## src/rtl/serial_pkg.sv

```systemverilog
`default_nettype none
// ============================================================================
//  Module      : serial_pkg
//  Description : Shared definitions for the single-wire serial link, used by
//                both the transmitter and the receiver. Provides the frame
//                state encoding, line-level constants, default frame
//                geometry and a counter-width helper.
//  Revision    : 1.0 - initial release
// ============================================================================
package serial_pkg;

    // Frame sequencing states. PARITY is only visited when parity is enabled.
    typedef enum logic [2:0] {
        ST_IDLE   = 3'd0,
        ST_START  = 3'd1,
        ST_DATA   = 3'd2,
        ST_PARITY = 3'd3,
        ST_STOP   = 3'd4
    } state_t;

    localparam logic c_LINE_IDLE = 1'b1;
    localparam logic c_START_BIT = 1'b0;
    localparam logic c_STOP_BIT  = 1'b1;

    localparam int c_DEF_DATA_W       = 8;
    localparam int c_DEF_CLKS_PER_BIT = 16;

    // Width of a counter that must hold 0..n-1; never narrower than 1 bit so
    // that n == 1 still yields a legal vector.
    function automatic int cnt_width(input int n);
        return (n <= 2) ? 1 : $clog2(n);
    endfunction

endpackage
`default_nettype wire

```

## src/rtl/serial_tx_bit_timer.sv

```systemverilog
`default_nettype none
// ============================================================================
//  Module      : bit_timer
//  Description : Bit-period timer. Counts 0..CLKS_PER_BIT-1 while enabled and
//                raises tc during the last cycle of each bit period, wrapping
//                back to 0 on that cycle.
//  Ports       : clk   - rising-edge clock
//                reset - asynchronous active-high reset
//                en    - count enable (frame in progress)
//                clr   - synchronous clear to 0
//                tc    - terminal-count pulse (en && count == last)
//  Revision    : 1.0 - initial release
// ============================================================================
module bit_timer
    import serial_pkg::*;
#(
    parameter int CLKS_PER_BIT = c_DEF_CLKS_PER_BIT
) (
    input  logic clk,
    input  logic reset,
    input  logic en,
    input  logic clr,
    output logic tc
);

    localparam int                 c_CNT_W = cnt_width(CLKS_PER_BIT);
    localparam logic [c_CNT_W-1:0] c_LAST  = c_CNT_W'(CLKS_PER_BIT - 1);
    localparam logic [c_CNT_W-1:0] c_ONE   = c_CNT_W'(1);

    logic [c_CNT_W-1:0] r_cnt;

    // With CLKS_PER_BIT == 1 the counter sits at 0 and tc follows en every cycle.
    assign tc = en && (r_cnt == c_LAST);

    always_ff @(posedge clk or posedge reset) begin
        if (reset) begin
            r_cnt <= '0;
        end else if (clr || tc) begin
            r_cnt <= '0;
        end else if (en) begin
            r_cnt <= r_cnt + c_ONE;
        end
    end

endmodule
`default_nettype wire

```

## src/rtl/serial_tx.sv

```systemverilog
`default_nettype none
// ============================================================================
//  Module      : serial_tx
//  Description : Parallel-to-serial transmitter. Accepts a word over a
//                valid/ready handshake and sends start bit, data LSB-first,
//                optional even parity bit and stop bit, each bit held for
//                CLKS_PER_BIT clocks. The line output comes from a register.
//  Options     : SERIAL_TX_PARITY_EN - when defined, an even-parity bit is
//                sent between the last data bit and the stop bit.
//  Ports       : clk      - rising-edge clock
//                reset    - asynchronous active-high reset
//                tx_data  - word to send, sampled on an accepted handshake
//                tx_valid - tx_data is valid
//                tx_ready - idle, a word can be accepted this cycle
//                tx       - serial line, idle high
//                busy     - frame in progress (inverse of tx_ready)
//  Revision    : 1.0 - initial release
// ============================================================================
module serial_tx
    import serial_pkg::*;
#(
    parameter int DATA_W       = c_DEF_DATA_W,
    parameter int CLKS_PER_BIT = c_DEF_CLKS_PER_BIT
) (
    input  logic              clk,
    input  logic              reset,
    input  logic [DATA_W-1:0] tx_data,
    input  logic              tx_valid,
    output logic              tx_ready,
    output logic              tx,
    output logic              busy
);

    localparam int                 c_IDX_W    = cnt_width(DATA_W);
    localparam logic [c_IDX_W-1:0] c_LAST_BIT = c_IDX_W'(DATA_W - 1);
    localparam logic [c_IDX_W-1:0] c_IDX_ONE  = c_IDX_W'(1);

    state_t              r_state;
    logic [DATA_W-1:0]   r_shift;
    logic [c_IDX_W-1:0]  r_bit_idx;
    logic                r_tx;
    logic                r_ready;
`ifdef SERIAL_TX_PARITY_EN
    logic                r_parity;
`endif

    logic                w_tc;
    logic                w_accept;
    logic [DATA_W-1:0]   w_shift_nxt;

    assign w_accept    = tx_valid && r_ready;
    assign w_shift_nxt = r_shift >> 1;

    bit_timer #(
        .CLKS_PER_BIT (CLKS_PER_BIT)
    ) u_bit_timer (
        .clk   (clk),
        .reset (reset),
        .en    (r_state != ST_IDLE),
        .clr   (w_accept),
        .tc    (w_tc)
    );

    // tx is always loaded one cycle ahead with the level of the bit period
    // that starts on the same edge as the state change.
    always_ff @(posedge clk or posedge reset) begin
        if (reset) begin
            r_state   <= ST_IDLE;
            r_shift   <= '0;
            r_bit_idx <= '0;
            r_tx      <= c_LINE_IDLE;
            r_ready   <= 1'b1;
`ifdef SERIAL_TX_PARITY_EN
            r_parity  <= 1'b0;
`endif
        end else begin
            case (r_state)
                ST_IDLE: begin
                    if (w_accept) begin
                        r_shift   <= tx_data;
                        r_bit_idx <= '0;
                        r_tx      <= c_START_BIT;
                        r_ready   <= 1'b0;
                        r_state   <= ST_START;
`ifdef SERIAL_TX_PARITY_EN
                        r_parity  <= ^tx_data;
`endif
                    end
                end

                ST_START: begin
                    if (w_tc) begin
                        r_tx    <= r_shift[0];
                        r_state <= ST_DATA;
                    end
                end

                ST_DATA: begin
                    if (w_tc) begin
                        r_shift <= w_shift_nxt;
                        if (r_bit_idx == c_LAST_BIT) begin
`ifdef SERIAL_TX_PARITY_EN
                            r_tx    <= r_parity;
                            r_state <= ST_PARITY;
`else
                            r_tx    <= c_STOP_BIT;
                            r_state <= ST_STOP;
`endif
                        end else begin
                            r_tx      <= w_shift_nxt[0];
                            r_bit_idx <= r_bit_idx + c_IDX_ONE;
                        end
                    end
                end

`ifdef SERIAL_TX_PARITY_EN
                ST_PARITY: begin
                    if (w_tc) begin
                        r_tx    <= c_STOP_BIT;
                        r_state <= ST_STOP;
                    end
                end
`endif

                ST_STOP: begin
                    if (w_tc) begin
                        r_tx    <= c_LINE_IDLE;
                        r_ready <= 1'b1;
                        r_state <= ST_IDLE;
                    end
                end

                default: begin
                    r_tx    <= c_LINE_IDLE;
                    r_ready <= 1'b1;
                    r_state <= ST_IDLE;
                end
            endcase
        end
    end

    assign tx       = r_tx;
    assign tx_ready = r_ready;
    assign busy     = ~r_ready;

endmodule
`default_nettype wire
```

## config.mk

```make
export PLATFORM = sky130hd
export DESIGN_NAME = serial_tx
export DESIGN_NICKNAME = d
export VERILOG_FILES = /design/src/rtl/serial_pkg.sv /design/src/rtl/serial_tx_bit_timer.sv /design/src/rtl/serial_tx.sv
export SDC_FILE = /design/constraint.sdc
export NUM_CORES = 1
export LEC_CHECK = 0
export BUFFER_PORTS_ARGS = -buffer_cell sky130_fd_sc_hd__buf_2
export CAP_MARGIN = 20
export CORE_ASPECT_RATIO = 0.7
export CORE_MARGIN = 3
export CORE_UTILIZATION = 50
export CTS_BUF_LIST = sky130_fd_sc_hd__clkbuf_4 sky130_fd_sc_hd__clkbuf_8
export CTS_CLUSTER_DIAMETER = 150
export CTS_CLUSTER_SIZE = 12
export DETAILED_ROUTE_END_ITERATION = 8
export HOLD_SLACK_MARGIN = 0.1
export PLACE_DENSITY = 0.7
export SYNTH_ARGS = -nofsm -noshare
export SYNTH_HDL_FRONTEND = slang
export SYNTH_HIERARCHICAL = 1
export SYNTH_SLANG_ARGS = --single-unit
export TNS_END_PERCENT = 5
```

## constraint.sdc

```tcl
create_clock -name clk -period 5.6 [get_ports clk]
set_input_delay 0.84 -clock clk [delete_from_list [all_inputs] [get_ports clk]]
set_output_delay 0.84 -clock clk [all_outputs]
set_load 0.02 [all_outputs]
```

==> summary by stage <==
Run status
The run finished with clean final reports.

Clock network
The clock root buffer master is sky130_fd_sc_hd__clkbuf_4. Counting along the longest clock path gives a buffer depth of 2. The total clock sinks is 20. After clock tree synthesis, the clock-pin slew on the worst setup and hold paths is about 0.12 ns. The number of hold buffers added after CTS was 0. The number of levels the H-tree was split into is 1. Post-CTS repair changed the size of 0 cells. The number of buffers added by the clock tree synthesis step is 3. The latest clock arrival within the worst-skew pair is 0.31 ns. The TritonCTS clock tree is yes. The number of buffers inserted to repair setup after CTS is 0.

Synthesis
Sorting the synthesized cells by area gives the leading types as sky130_fd_sc_hd__dfrtp_1 (41%), sky130_fd_sc_hd__mux2i_1 (7.3%), sky130_fd_sc_hd__a21oi_1 (5.5%), sky130_fd_sc_hd__nor2_1 (5.5%), sky130_fd_sc_hd__dfstp_2 (4.8%). The number of distinct library cells after synthesis is 33. After technology mapping, the gate count stands at 117. The synthesized design contains 20 register bits. The average instance area after synthesis is about 9.4 um^2. The netlist area before placement is 1100 um^2.

During synthesis, Yosys emitted a total of 6 warnings. The predominant post-synthesis flop cell is sky130_fd_sc_hd__dfrtp_1. The number of nets handed over by synthesis was between 100 and 150. The post-synthesis cell type with the largest combined area is sky130_fd_sc_hd__dfrtp_1. The share of synthesized area in the top cell type comes to 41.0%. The async set-or-reset flop fraction in the synthesized netlist is 100%. The count of flip-flops with a built-in enable after synthesis is 0. The sequential share of the synthesized area is between 40% and 50%.

Timing
The worst path meets setup with 3.23 ns of slack. The final-layout setup total negative slack is 0 ns. Setup violations remaining at the end of the flow were counted as 0. The total count of hold-check failures in the final report came to 0. The number of pins exceeding their max-slew limit in the final report came to 0. For the pin with the worst max-slew slack, the measured transition is 0.597 ns. Setup repair after global routing left no endpoint under its margin. Static timing analysis puts the maximum clock frequency at 422 MHz. The worst hold slack is approximately 0.40 ns. The portion of the clock cycle consumed by the worst path in the final layout is 42.3%. Counting I/O delays and the setup requirement, the final critical path takes 2.37 ns. For the final database, setup skew stands at roughly 0.018 ns. The worst pin sits at a relative slew slack of 60.2%.

Floorplanning
The vertical extent of the die is 45.2 um. The die covers 2800 um^2. Once the floorplan was initialized, standard cells occupied 55.8% of the core. The number of top-level pins is 14. The floorplan has 13 rows. The core region is 1970 um^2. The width of the die is 62.0 um.

Cells and area
Leaving out filler cells and counting taps, the final layout contains about 160. The share of post-route cells with drive strength above 1 is 18.8%. The layout has between 150 and 200 filler cells. The area growth from synthesis to layout is 9.80%. For this run, the share of the core covered by cells in the final layout is 61.3%. 0 antenna diodes ended up in the layout. The finished cells cover between 1000 and 1500 um^2. After the last flow step, the layout net total stands at 143.

Drt
The count of routing violations after the opening detailed-route iteration is 36. In the routed layout, each cell is associated on average with a via count of 5.47. The detail route stage leaves a number of antenna-violating nets equal to 0. The total number of vias is about 870. The first detailed-routing pass ran for 4 iterations. The final routed wirelength across all metal layers is 2080 um. In the final routed layout, each cell accounts on average for 13.1 um.

In the routed design, unresolved DRC markers number 0.

Setup path
The required time at the endpoint of the critical path is 5.82 ns. The setup check on the worst reg-to-reg path leaves a slack of 3.23 ns. Of all nets on the critical path, the largest fanout is 14.

The stage delay of the slowest cell on the critical path is about 0.56 ns. The signal on the critical path passes through or3_1 -> inv_1 -> nor2_1 -> nand2_1 -> a21oi_2 -> nor2_1 -> a21oi_1. The data arrival time of the critical path is approximately 2.6 ns.

The worst register-to-register path has a depth of 7. Among the stages of the critical path, the cell type that occurs most often is sky130_fd_sc_hd__nor2_1. By startpoint and endpoint, the worst setup path is classified as register to register. The kind of cell with the highest combined delay along the critical path is simple AND/OR/NAND/NOR gates. The critical path buffer and inverter count is 1. The startpoint identified for the worst register-to-register timing path is r_state[1]. STA classifies the critical path startpoint as a register. The worst setup path is captured at a register. The endpoint identified for the worst register-to-register timing path is r_shift[1]. The slowest library cell on the worst path is sky130_fd_sc_hd__dfrtp_1.

Placement
The count of buffers added on input and output ports is 13. The sum of net half-perimeters after detailed placement is about 1600 um. The placement-stage cell area is 1170 um^2. The congestion estimate from routability-driven global placement came to approximately 0.8. The worst setup slack after placement is 3.30 ns. The number of instances in the placed design is 154.

Power and ir drop
The cell-internal power is 319 uW. For this design the total switching power over the nets is 185 uW. The power density over the cells is 418 nW/um^2. In this run the static leakage power is 0.593 nW. The worst-case IR drop observed on VDD is around 0.23 mV.

Overall power consumption after layout is estimated at 504 uW. In this run, the combinational gates consume 33.9% of the power. In this run switching power makes up 36.6% of total power. Sequential cells burn between 40% and 50% of the power. The clock network burns approximately 17% of the power.

Job
The number of max-capacitance violations reported is 0.

Min path
The path type of the worst min-delay path is input port to async pin.

GRT
For this run, the total global-route usage over all layers was measured as between 10% and 20%. The via count of the first global-routing pass was 800. The first-pass GRT wire length is around 3500 um.

The maximum number of pins on one net before global-route repair is 17. The total grt overflow is 0. The initial antenna violation count came to 0.
[power groups by stage]
stage          logic, mW  registers, mW  clock network [mW]
6_report           0.171          0.249              0.0840
5_1_grt            0.194          0.257              0.0934
4_1_cts            0.171          0.248              0.0879
3_5_place_dp       0.170          0.250                   0
3_3_place_gp       0.163          0.248                   0
2_1_floorplan      0.143          0.235                   0
[synth_stat cells, types with 3 or more instances]
cell type                   n
sky130_fd_sc_hd__nor2b_1    3
sky130_fd_sc_hd__ha_1       3
sky130_fd_sc_hd__a21oi_1   12
sky130_fd_sc_hd__nand2_1    9
sky130_fd_sc_hd__mux2i_1    8
sky130_fd_sc_hd__nand3_1    3
sky130_fd_sc_hd__nor2_1    16
sky130_fd_sc_hd__o21ai_1    4
sky130_fd_sc_hd__clkbuf_1   4
sky130_fd_sc_hd__dfrtp_1   18
sky130_fd_sc_hd__inv_1      7
[how the worst max path moves through the flow]
stage               startpoint          to  slack (ns)  depth (start not counted)
floorplan           r_state[0]  r_state[2]        3.45                          9
global route        r_state[1]  r_shift[6]        2.99                          7
global placement    r_state[0]  r_state[2]        3.49                          7
detailed placement  r_state[1]  r_shift[1]        3.30                          7
CTS                 r_state[1]  r_shift[1]        3.27                          7
finish              r_state[1]  r_shift[1]        3.23                          7
[sequential cells by signal, summed over array words and instances (netlist names)]
register,cells
r_bit_idx,3
r_shift,8
r_state,3
tx,1
tx_ready,1
u_bit_timer/r_cnt,4
[kinds of logic (layout without fill, tap and decap cells)]
logic type / after synthesis / after routing / synth area share (%)
compound gates: 28 / 28 / 15.4
xor+xnor: 1 / 1 / 0.797
fa+ha+maj: 3 / 3 / 3.42
buf+inv: 13 / 24 / 5.24
flops: 20 / 20 / 45.8
mux: 12 / 12 / 11.4
simple gates: 40 / 40 / 18.0
[layout make-up]
class,instances,area (um^2),area share [%]
Tap cell,30,37.5,3.11
Sequential cell,20,503,41.7
Inverter,7,26.3,2.18
Multi-Input combinational cell,84,538,44.6
Timing Repair Buffer,13,65.1,5.39
Clock buffer,4,36.3,3.01
[cells in the final DEF (no fill, tap or decap), drive strengths merged, types with 4 or more instances in the layout]
| cell type | Yosys | final |
|---|---|---|
| inv | 7 | 7 |
| o21ai | 6 | 6 |
| mux2i | 8 | 8 |
| dfrtp | 18 | 18 |
| clkbuf | 4 | 4 |
| mux2 | 4 | 4 |
| a21oi | 14 | 14 |
| nand2 | 9 | 9 |
| buf | 2 | 13 |
| nor2 | 16 | 16 |
[routing by layer]
metal | share of wire (%) | vias up | wire length [um] | GRT usage, %
met2 | 45 | 27 | 929 | 26.2
met1 | 50 | 408 | 1030 | 22.6
met3 | 4.4 | 4 | 92 | 5.14
met4 | 0.96 | 0 | 20 | 6.36
li1 | - | 426 | - | -
met5 | 0 | - | 0 | 0
[worst reg2reg max path: stages (launching register included)]
cell and delay [ns]:
sky130_fd_sc_hd__dfrtp_1 0.56, sky130_fd_sc_hd__or3_1 0.31, sky130_fd_sc_hd__inv_1 0.09, sky130_fd_sc_hd__nor2_1 0.47, sky130_fd_sc_hd__nand2_1 0.14, sky130_fd_sc_hd__a21oi_2 0.50
sky130_fd_sc_hd__nor2_1 0.10, sky130_fd_sc_hd__a21oi_1 0.14
Power figures use the tool's default switching activity.
